--- src/rtl/hazard_ctrl_pkg.sv ---
// Shared definitions for the pipeline hazard controller: mult/div sequencer
// state encoding, default latencies and the register-zero constant.
package hazard_ctrl_pkg;

  typedef enum logic {
    MD_IDLE = 1'b0,
    MD_RUN  = 1'b1
  } md_state_e;

  localparam int DEF_MULT_LAT = 4;
  localparam int DEF_DIV_LAT  = 32;
  localparam int DEF_CNT_W    = 6;
  localparam int DEF_PERF_W   = 16;

  localparam logic [4:0] REG_ZERO = 5'd0;

  // True when an ID source operand is actually read and names the given register.
  function automatic logic src_hits(input logic [4:0] src, input logic used,
                                    input logic [4:0] waddr);
    return used && (src == waddr);
  endfunction

endpackage

--- src/rtl/hazard_ctrl_md_seq.sv ---
// Mult/div occupancy sequencer: tracks how long the HI/LO unit stays busy,
// pulses done on the edge results land, and flags overlapping starts.
module hazard_ctrl_md_seq
  import hazard_ctrl_pkg::*;
#(
  parameter int MULT_LAT = DEF_MULT_LAT,
  parameter int DIV_LAT  = DEF_DIV_LAT,
  parameter int CNT_W    = DEF_CNT_W
) (
  input  logic clk,
  input  logic rst,
  input  logic start_i,
  input  logic is_mult_i,
  input  logic kill_i,
  output logic busy_o,
  output logic done_o,
  output logic overlap_err_o
);

  localparam logic [CNT_W-1:0] MULT_LOAD = CNT_W'(MULT_LAT - 1);
  localparam logic [CNT_W-1:0] DIV_LOAD  = CNT_W'(DIV_LAT - 1);

  md_state_e        state_q;
  logic [CNT_W-1:0] cnt_q;
  logic             done_q;
  logic             overlap_q;

  always_ff @(posedge clk or posedge rst) begin
    if (rst) begin
      state_q   <= MD_IDLE;
      cnt_q     <= '0;
      done_q    <= 1'b0;
      overlap_q <= 1'b0;
    end else begin
      done_q <= 1'b0;
      case (state_q)
        MD_IDLE: begin
          // A start alongside a redirect belongs to the wrong path.
          if (start_i && !kill_i) begin
            state_q <= MD_RUN;
            cnt_q   <= is_mult_i ? MULT_LOAD : DIV_LOAD;
          end
        end
        MD_RUN: begin
          if (start_i) begin
            overlap_q <= 1'b1;
          end
          if (cnt_q == '0) begin
            state_q <= MD_IDLE;
            done_q  <= 1'b1;
          end else begin
            cnt_q <= cnt_q - 1'b1;
          end
        end
        default: state_q <= MD_IDLE;
      endcase
    end
  end

  assign busy_o        = (state_q == MD_RUN);
  assign done_o        = done_q;
  assign overlap_err_o = overlap_q;

endmodule

--- src/rtl/hazard_ctrl.sv ---
// Pipeline hazard controller: load-use and HI/LO dependency stalls, MEM-stage
// redirect flushes, and a saturating stall-cycle counter.
module hazard_ctrl
  import hazard_ctrl_pkg::*;
#(
  parameter int MULT_LAT = DEF_MULT_LAT,
  parameter int DIV_LAT  = DEF_DIV_LAT,
  parameter int CNT_W    = DEF_CNT_W,
  parameter int PERF_W   = DEF_PERF_W
) (
  input  logic              clk,
  input  logic              rst,
  input  logic [4:0]        id_rs,
  input  logic [4:0]        id_rt,
  input  logic              id_uses_rs,
  input  logic              id_uses_rt,
  input  logic              id_uses_lhr,
  input  logic              ex_mem_read,
  input  logic              ex_rf_wen,
  input  logic [4:0]        ex_waddr,
  input  logic              ex_md_start,
  input  logic              ex_md_is_mult,
  input  logic              mem_redirect,
  output logic              pc_en,
  output logic              if_id_en,
  output logic              if_id_clr,
  output logic              id_ex_clr,
  output logic              ex_mem_clr,
  output logic              md_busy,
  output logic              md_done,
  output logic              md_overlap_err,
  output logic [PERF_W-1:0] stall_cnt
);

  logic              lu;
  logic              mdh;
  logic              stall;
  logic [PERF_W-1:0] stall_cnt_q;
  logic [PERF_W-1:0] stall_cnt_d;

  hazard_ctrl_md_seq #(
    .MULT_LAT(MULT_LAT),
    .DIV_LAT (DIV_LAT),
    .CNT_W   (CNT_W)
  ) u_md_seq (
    .clk          (clk),
    .rst          (rst),
    .start_i      (ex_md_start),
    .is_mult_i    (ex_md_is_mult),
    .kill_i       (mem_redirect),
    .busy_o       (md_busy),
    .done_o       (md_done),
    .overlap_err_o(md_overlap_err)
  );

  assign lu = ex_mem_read && ex_rf_wen && (ex_waddr != REG_ZERO) &&
              (src_hits(id_rs, id_uses_rs, ex_waddr) ||
               src_hits(id_rt, id_uses_rt, ex_waddr));

  // A start being accepted this cycle already blocks HI/LO users in ID.
  assign mdh   = id_uses_lhr && (md_busy || (!md_busy && ex_md_start));
  assign stall = lu || mdh;

  always_comb begin
    pc_en      = 1'b1;
    if_id_en   = 1'b1;
    if_id_clr  = 1'b0;
    id_ex_clr  = 1'b0;
    ex_mem_clr = 1'b0;
    if (mem_redirect) begin
      if_id_clr  = 1'b1;
      id_ex_clr  = 1'b1;
      ex_mem_clr = 1'b1;
    end else if (stall) begin
      pc_en     = 1'b0;
      if_id_en  = 1'b0;
      id_ex_clr = 1'b1;
    end
  end

  always_comb begin
    stall_cnt_d = stall_cnt_q;
    if (stall && !mem_redirect && !(&stall_cnt_q)) begin
      stall_cnt_d = stall_cnt_q + PERF_W'(1);
    end
  end

  always_ff @(posedge clk or posedge rst) begin
    if (rst) begin
      stall_cnt_q <= '0;
    end else begin
      stall_cnt_q <= stall_cnt_d;
    end
  end

  assign stall_cnt = stall_cnt_q;

endmodule

--- config.mk ---
export PLATFORM = sky130hd
export DESIGN_NAME = hazard_ctrl
export DESIGN_NICKNAME = d
export VERILOG_FILES = /design/src/rtl/hazard_ctrl_pkg.sv /design/src/rtl/hazard_ctrl_md_seq.sv /design/src/rtl/hazard_ctrl.sv
export SDC_FILE = /design/constraint.sdc
export NUM_CORES = 1
export LEC_CHECK = 0
export BUFFER_PORTS_ARGS = -buffer_cell sky130_fd_sc_hd__buf_2
export CAP_MARGIN = 20
export CORE_UTILIZATION = 49
export CTS_CLUSTER_SIZE = 25
export DETAILED_ROUTE_END_ITERATION = 10
export GPL_TIMING_DRIVEN = 0
export PLACE_DENSITY = 0.75
export SLEW_MARGIN = 0
export SYNTH_ARGS = -nofsm -noshare
export SYNTH_HDL_FRONTEND = slang
export SYNTH_HIERARCHICAL = 1
export SYNTH_SLANG_ARGS = --single-unit
--- constraint.sdc ---
create_clock -name clk -period 4.65 [get_ports clk]
set_input_delay 0.465 -clock clk [delete_from_list [all_inputs] [get_ports clk]]
set_output_delay 0.465 -clock clk [all_outputs]
set_load 0.05 [all_outputs]
; ---- Word-level counts from Yosys, hierarchy flattened
; Cells that the tools add are included.
[classes]
n_addsub = 2
eq_ne = 4
mux = 14
n_bitwise = 1
n_reduce_logical = 21
[ops]
columns = op, count
row1 = $add A16 B1 Y16 const B, 1
row2 = $reduce_and A16 Y1, 1
row3 = $mux W6, 2
row4 = $pmux W6 S2, 1
row5 = $eq A5 B5 Y1, 2
row6 = $logic_and A1 B1 Y1, 10
row7 = $mux W1, 9
row8 = $logic_not A6 Y1, 1
row9 = $sub A6 B1 Y6 const B, 1
row10 = $mux W5, 1
row11 = $reduce_bool A5 Y1, 1
row12 = $reduce_and A2 Y1, 2
row13 = $logic_not A1 Y1, 3
row14 = $logic_or A1 B1 Y1, 3
row15 = $ne A2 B1 Y1 const B, 1
row16 = $ne A2 B2 Y1 const B, 1
row17 = $pmux W1 S2, 1
row18 = $not A1 Y1, 1
[totals]
register_bits = 25
in_bits = 25
out_inout_bits = 24
elab_cells = 47

; ---- Logic depth before layout (Yosys ltp)
[logic_depth]
word_depth = 7
depth_mapped = 8
depth_no_buf = 7

; ---- Cells and area by module
; The synthesis kept the hierarchy.
[by_module_without_submodules]
columns = mod, n_inst, cells_per_inst, area_each_um2, seq_area_each_um2
row1 = hazard_ctrl, 1, 99, 994.7, 400.4
row2 = hazard_ctrl_md_seq, 1, 48, 486.7, 225.2

; ---- Least setup slack after synthesis
; Ideal clock, no wire load.
[synth_path]
kind = input -> output
startpoint = input port ex_waddr[1]
endpoint = output port pc_en
t_arrival_ns = 1.916
required_ns = 4.185
slack_ns = 2.269
cell_stages = 5
n_path_buf = 1
path_cell_list = or4_1 -> o211ai_2 -> o21a_1 -> or2_2 -> buf_4
[synth_between]
elab_chain_len = 7
elab_cells_between_ends = 11
cone_classes = eq/ne (2) / mux (2) / reduce/logical (7)
[synth_rtl]
columns = element, line
row1 = "start, declared", hazard_ctrl.sv:20  ; input logic [4:0] ex_waddr,
row2 = $eq A5 B5 Y1, hazard_ctrl_pkg.sv:20  ; return used && (src == waddr);
row3 = $logic_and A1 B1 Y1, hazard_ctrl_pkg.sv:20
row4 = $logic_or A1 B1 Y1, hazard_ctrl.sv:57  ; (src_hits(id_rs, id_uses_rs, ex_waddr) ||
row5 = $logic_and A1 B1 Y1 (*), hazard_ctrl.sv:56  ; assign lu = ex_mem_read && ex_rf_wen && (ex_waddr != REG_ZERO) &&
row6 = $logic_or A1 B1 Y1 (*), hazard_ctrl.sv:62  ; assign stall = lu || mdh;
row7 = $mux W1 (*) (2 in series), -
row8 = "end, declared", hazard_ctrl.sv:24  ; output logic pc_en,
; Mark *: on every way between the ends. The rest lies on a longest branch, timed or not.

; ---- Final worst setup path
[layout_path]
startpoint = input port ex_waddr[1]
endpoint = output port pc_en
[layout_between]
elab_chain_len = 7
elab_cells_between_ends = 11
cone_classes = eq/ne (2) / mux (2) / reduce/logical (7)
[layout_rtl]
columns = element, line
row1 = $eq A5 B5 Y1, hazard_ctrl_pkg.sv:20
row2 = $logic_and A1 B1 Y1, hazard_ctrl_pkg.sv:20
row3 = $logic_or A1 B1 Y1, hazard_ctrl.sv:57
row4 = $logic_and A1 B1 Y1 (*), hazard_ctrl.sv:56
row5 = $logic_or A1 B1 Y1 (*), hazard_ctrl.sv:62
row6 = $mux W1 (*), hazard_ctrl.sv:74  ; end else if (stall) begin
row7 = $mux W1 (*), hazard_ctrl.sv:70  ; if (mem_redirect) begin
; Marked as above.

==> parameters.txt <==
Parameter                              Value

Outcome
  Run status ... finished, violations left
  Violations in the final reports ... design-rule violations

Drt
  Final routed wire length divided by cell count ... 13.8 microns
  ANT nets after route ... 0
  DRC violation total after the first TritonRoute iteration ... 87
  Count of vias placed by the detailed router ... 1267
  Drt total wl ... 3180 microns
  Via density per instance ... 5.51
  DR DRC count ... 14
  Drt first pass iters ... 7

Setup path
  Register-to-register setup slack ... 2.58 ns
  Setup Crit Path Kind ... in2out
  Endpoint arrival time on the critical path ... 2.07 ns
  Worst Path Required ... 4.18 ns
  Slowest cell on crit path ... sky130_fd_sc_hd__or4_1
  Crit Path Max Fanout ... 6
  CP max stage delay ... 0.55 ns
  Crit end category ... primary output
  Most numerous cell on the critical path ... sky130_fd_sc_hd__buf_2
  Crit path max-delay family ... simple AND/OR/NAND/NOR gates
  List of cells traversed by the critical path ... buf_2 > or4_1 > o211ai_2 > o21a_1 > or2_2 > buf_4 > buf_2
  Worst flop-to-flop path startpoint ... stall_cnt[0]
  Buffers and inverters on the worst path ... 3
  Type of element launching the critical path ... primary input
  RR Endpoint ... stall_cnt[7]
  Worst Reg2Reg Path Length in Cells ... 8

Timing
  Final worst path period share ... 54.4%
  Total count of max-transition violations in the final report ... 0
  Minimum clock period after layout ... 2.53 ns
  Number of hold violations in the final report ... 0
  Setup total negative slack ... 0 ns
  Setup Viol. Count Final ... 0
  Worst-case clock skew ... 0.00735 ns
  Normalized max-slew margin ... 59.9%
  RSZ-0062 raised after global routing ... false
  Slew at the pin closest to its max-slew limit ... 0.601 ns
  FMAX ... 395 MHz

CTS
  TritonCTS clock tree ... built
  CTS H-tree lvls ... 1
  Max Buffers Root-to-Sink ... 2
  Post-CTS setup buffer count ... 0
  Total of cells resized after clock tree synthesis ... 0
  Number of hold buffers added after cts ... 0
  Number of sinks on the clock net ... 25
  CTS Root Buffer Type ... sky130_fd_sc_hd__clkbuf_4
  Clock slew seen by the registers of the worst setup and hold paths ... 0.15 ns
  Clock network latency to the later pin of the worst-skew pair ... 0.33 ns
  TritonCTS Buffers ... 3

Run
  Max-capacitance violation count ... 0

Floorplan
  Die Y ... 57.0 microns
  Effective utilization at floorplan ... 52.8%
  Die boundary width ... 57.0 microns
  Count of standard-cell rows ... 19
  Die ar. ... 3250 sq um
  Area of the core ... 2810 sq um
  Ports ... 49

Synthesis
  EDFF count, synth ... 0
  Largest area contributor in the synthesized netlist ... sky130_fd_sc_hd__dfrtp_1
  Simple-Gate Fraction of Synth Area ... 20.9%
  Distinct cell type count of the synthesized netlist ... 42
  Synthesis warning total ... 6
  Share of cell area taken by muxes after synthesis ... 3.21%
  XOR/XNOR share of the synthesized area ... 14.2%
  Post-synthesis adder-cell area fraction ... 2.53%
  Top cells by area, synth ... sky130_fd_sc_hd__dfrtp_1 42%, sky130_fd_sc_hd__xnor2_1 8.9%, sky130_fd_sc_hd__xor2_1 5.3%
  Compound-gate portion of the synthesized area ... 11.1%
  Ys flop type ... sky130_fd_sc_hd__dfrtp_1
  Dominant combinational cell family by area after synthesis ... simple AND/OR/NAND/NOR gates
  Async set-or-reset flop fraction in the synthesized netlist ... 100%
  Mean area per synthesized cell ... 10.1 sq um
  Fraction of the yosys area taken by sequential cells ... 42.2%
  Flip-flop and latch count after synthesis ... 25
  Synth Cell Area ... 1480 sq um
  Fraction of post-synthesis cell area in the top cell type by area ... 42.2%
  Total nets after synthesis ... 175
  Number of cells produced by synthesis ... 147

Global routing
  Overall Global Routing Usage ... 20.8%
  Antenna violations before repair ... 0
  Largest net degree at the start of global routing ... 17
  First-pass GRT wire length ... 5160 microns
  Grt total ovfl ... 0
  Vias in the first global route ... 1163

Final layout
  Finished layout cell area ... 1790 sq um
  Non-filler instance count after layout ... 230
  Area grow syn2layout ... 20.9%
  Final-stage net count ... 228
  Antenna Diode Count ... 0
  Ratio of cells with drive above 1 in the final layout ... 34.2%
  Layout fillers ... 249

Power
  Sw Share ... 47.0%
  Cell internal pwr ... 0.000458 W
  Power density of the placed cells ... 483 nW/um^2
  Leak ... 0.874 nW
  Reported net switching power ... 0.000406 W
  Clock group share of total power ... 12.1%
  Max rail drop VDD ... 0.289 mV
  Portion of total power attributed to sequential cells ... 39.8%
  Combinational power share ... 48.1%
  Total power ... 0.000865 W

Placed design
  Estimated wirelength of the detail-placed design ... 2470 microns
  Total placed cells including tap cells ... 226
  Port Buf Inserts ... 48
  Area after DPL ... 1760 sq um
  Gp weighted congestion ... 0.821

Min path
  Hold Crit Class ... in2async
[routing by layer]
metal	share of wire, %	GRT usage [%]	vias up
met1	45	27.6	578
met3	7.4	3.40	6
li1	-	-	618
met4	1.3	9.06	0
met5	0	0	-
met2	46	33.8	65
[per-stage QoR]
stage          hold WS, ns  worst slack (ns)  utilization (%)
3_5_place_dp         0.452              2.12             62.8
3_3_place_gp         0.434              2.12             62.8
6_report            0.0747              2.12             63.9
4_1_cts             0.0797              2.12             63.9
2_1_floorplan        0.293              2.27                -
5_1_grt             0.0894              2.05             63.9
[logic make-up (layout without fill, tap and decap cells)]
family / count (synthesis) / after routing
simple gates: 53 / 53
flops: 25 / 25
xor+xnor: 24 / 24
compound gates: 20 / 20
buf+inv: 18 / 70
mux: 4 / 4
fa+ha+maj: 3 / 3
[worst reg2reg max path: stages, from the launching register on]
cell	delay (ns)
sky130_fd_sc_hd__dfrtp_1	0.46
sky130_fd_sc_hd__ha_1	0.27
sky130_fd_sc_hd__nand3_4	0.15
sky130_fd_sc_hd__nor2_1	0.08
sky130_fd_sc_hd__a221oi_2	0.30
sky130_fd_sc_hd__nand2_2	0.13
sky130_fd_sc_hd__buf_6	0.17
sky130_fd_sc_hd__nor3_1	0.26
sky130_fd_sc_hd__xor2_1	0.18
[Yosys cell counts (all sizes together), types with 2 or more instances]
cell,n
nand2b,2
nand4,7
a31oi,2
xnor2,15
xor2,9
nor3,8
or4,2
mux2,3
ha,3
o21ai,3
inv,13
a21o,2
a221oi,2
buf,4
o22ai,3
nor2,7
nor2b,2
nor4,3
nand3,6
nor3b,2
dfrtp,25
nand2,10
o21a,2
[layout make-up]
class                           count  area [sq um]  share of cell area (%)
Tap cell                           31          38.8                    2.16
Sequential cell                    25           626                    34.9
Timing Repair Buffer               48           240                    13.4
Clock inverter                      1          8.76                   0.489
Clock buffer                        3          22.5                    1.26
Inverter                           13          48.8                    2.72
Buffer                              5          37.5                    2.09
Multi-Input combinational cell    104           769                    42.9
[flip-flops by register name, summed over array words and instances, names as in the netlist]
register,cells
stall_cnt,16
u_md_seq/cnt_q,6
u_md_seq/busy_o,1
u_md_seq/done_o,1
u_md_seq/overlap_err_o,1
[placed cells by master (no fill, tap or decap), types with 2 or more instances in the layout]
cell type,count
sky130_fd_sc_hd__nor3_2,2
sky130_fd_sc_hd__nor3_1,6
sky130_fd_sc_hd__nand2b_1,2
sky130_fd_sc_hd__ha_1,3
sky130_fd_sc_hd__nor2_1,7
sky130_fd_sc_hd__inv_1,13
sky130_fd_sc_hd__a31oi_1,2
sky130_fd_sc_hd__mux2_2,2
sky130_fd_sc_hd__nor3b_1,2
sky130_fd_sc_hd__buf_2,48
sky130_fd_sc_hd__xnor2_1,15
sky130_fd_sc_hd__or4_1,2
sky130_fd_sc_hd__dfrtp_1,25
sky130_fd_sc_hd__nor4_1,3
sky130_fd_sc_hd__nand3_1,5
sky130_fd_sc_hd__clkbuf_4,3
sky130_fd_sc_hd__o21ai_0,3
sky130_fd_sc_hd__nand4_1,7
sky130_fd_sc_hd__buf_4,3
sky130_fd_sc_hd__nand2_1,9
sky130_fd_sc_hd__o22ai_1,2
sky130_fd_sc_hd__o21a_1,2
sky130_fd_sc_hd__nor2b_1,2
sky130_fd_sc_hd__xor2_1,9
sky130_fd_sc_hd__a21o_1,2
[worst max path at each step]
stage | startpoint | endpoint | cells after the start
finish | ex_waddr[1] | pc_en | 7
CTS | ex_waddr[1] | pc_en | 7
global route | u_md_seq/busy_o | pc_en | 5
detailed placement | ex_waddr[1] | pc_en | 7
global placement | ex_waddr[1] | pc_en | 7
floorplan | ex_waddr[1] | pc_en | 5
[power groups by stage]
| stage | registers [W] | clock network [W] | logic [W] |
|---|---|---|---|
| CTS | 0.000343 | 0.000108 | 0.000418 |
| floorplan | 0.000439 | 0 | 0.000221 |
| global placement | 0.000343 | 0 | 0.000400 |
| detailed placement | 0.000348 | 0 | 0.000415 |
| finish | 0.000344 | 0.000105 | 0.000416 |
| global route | 0.000354 | 0.000117 | 0.000451 |
(Power assumes the default switching activity.)
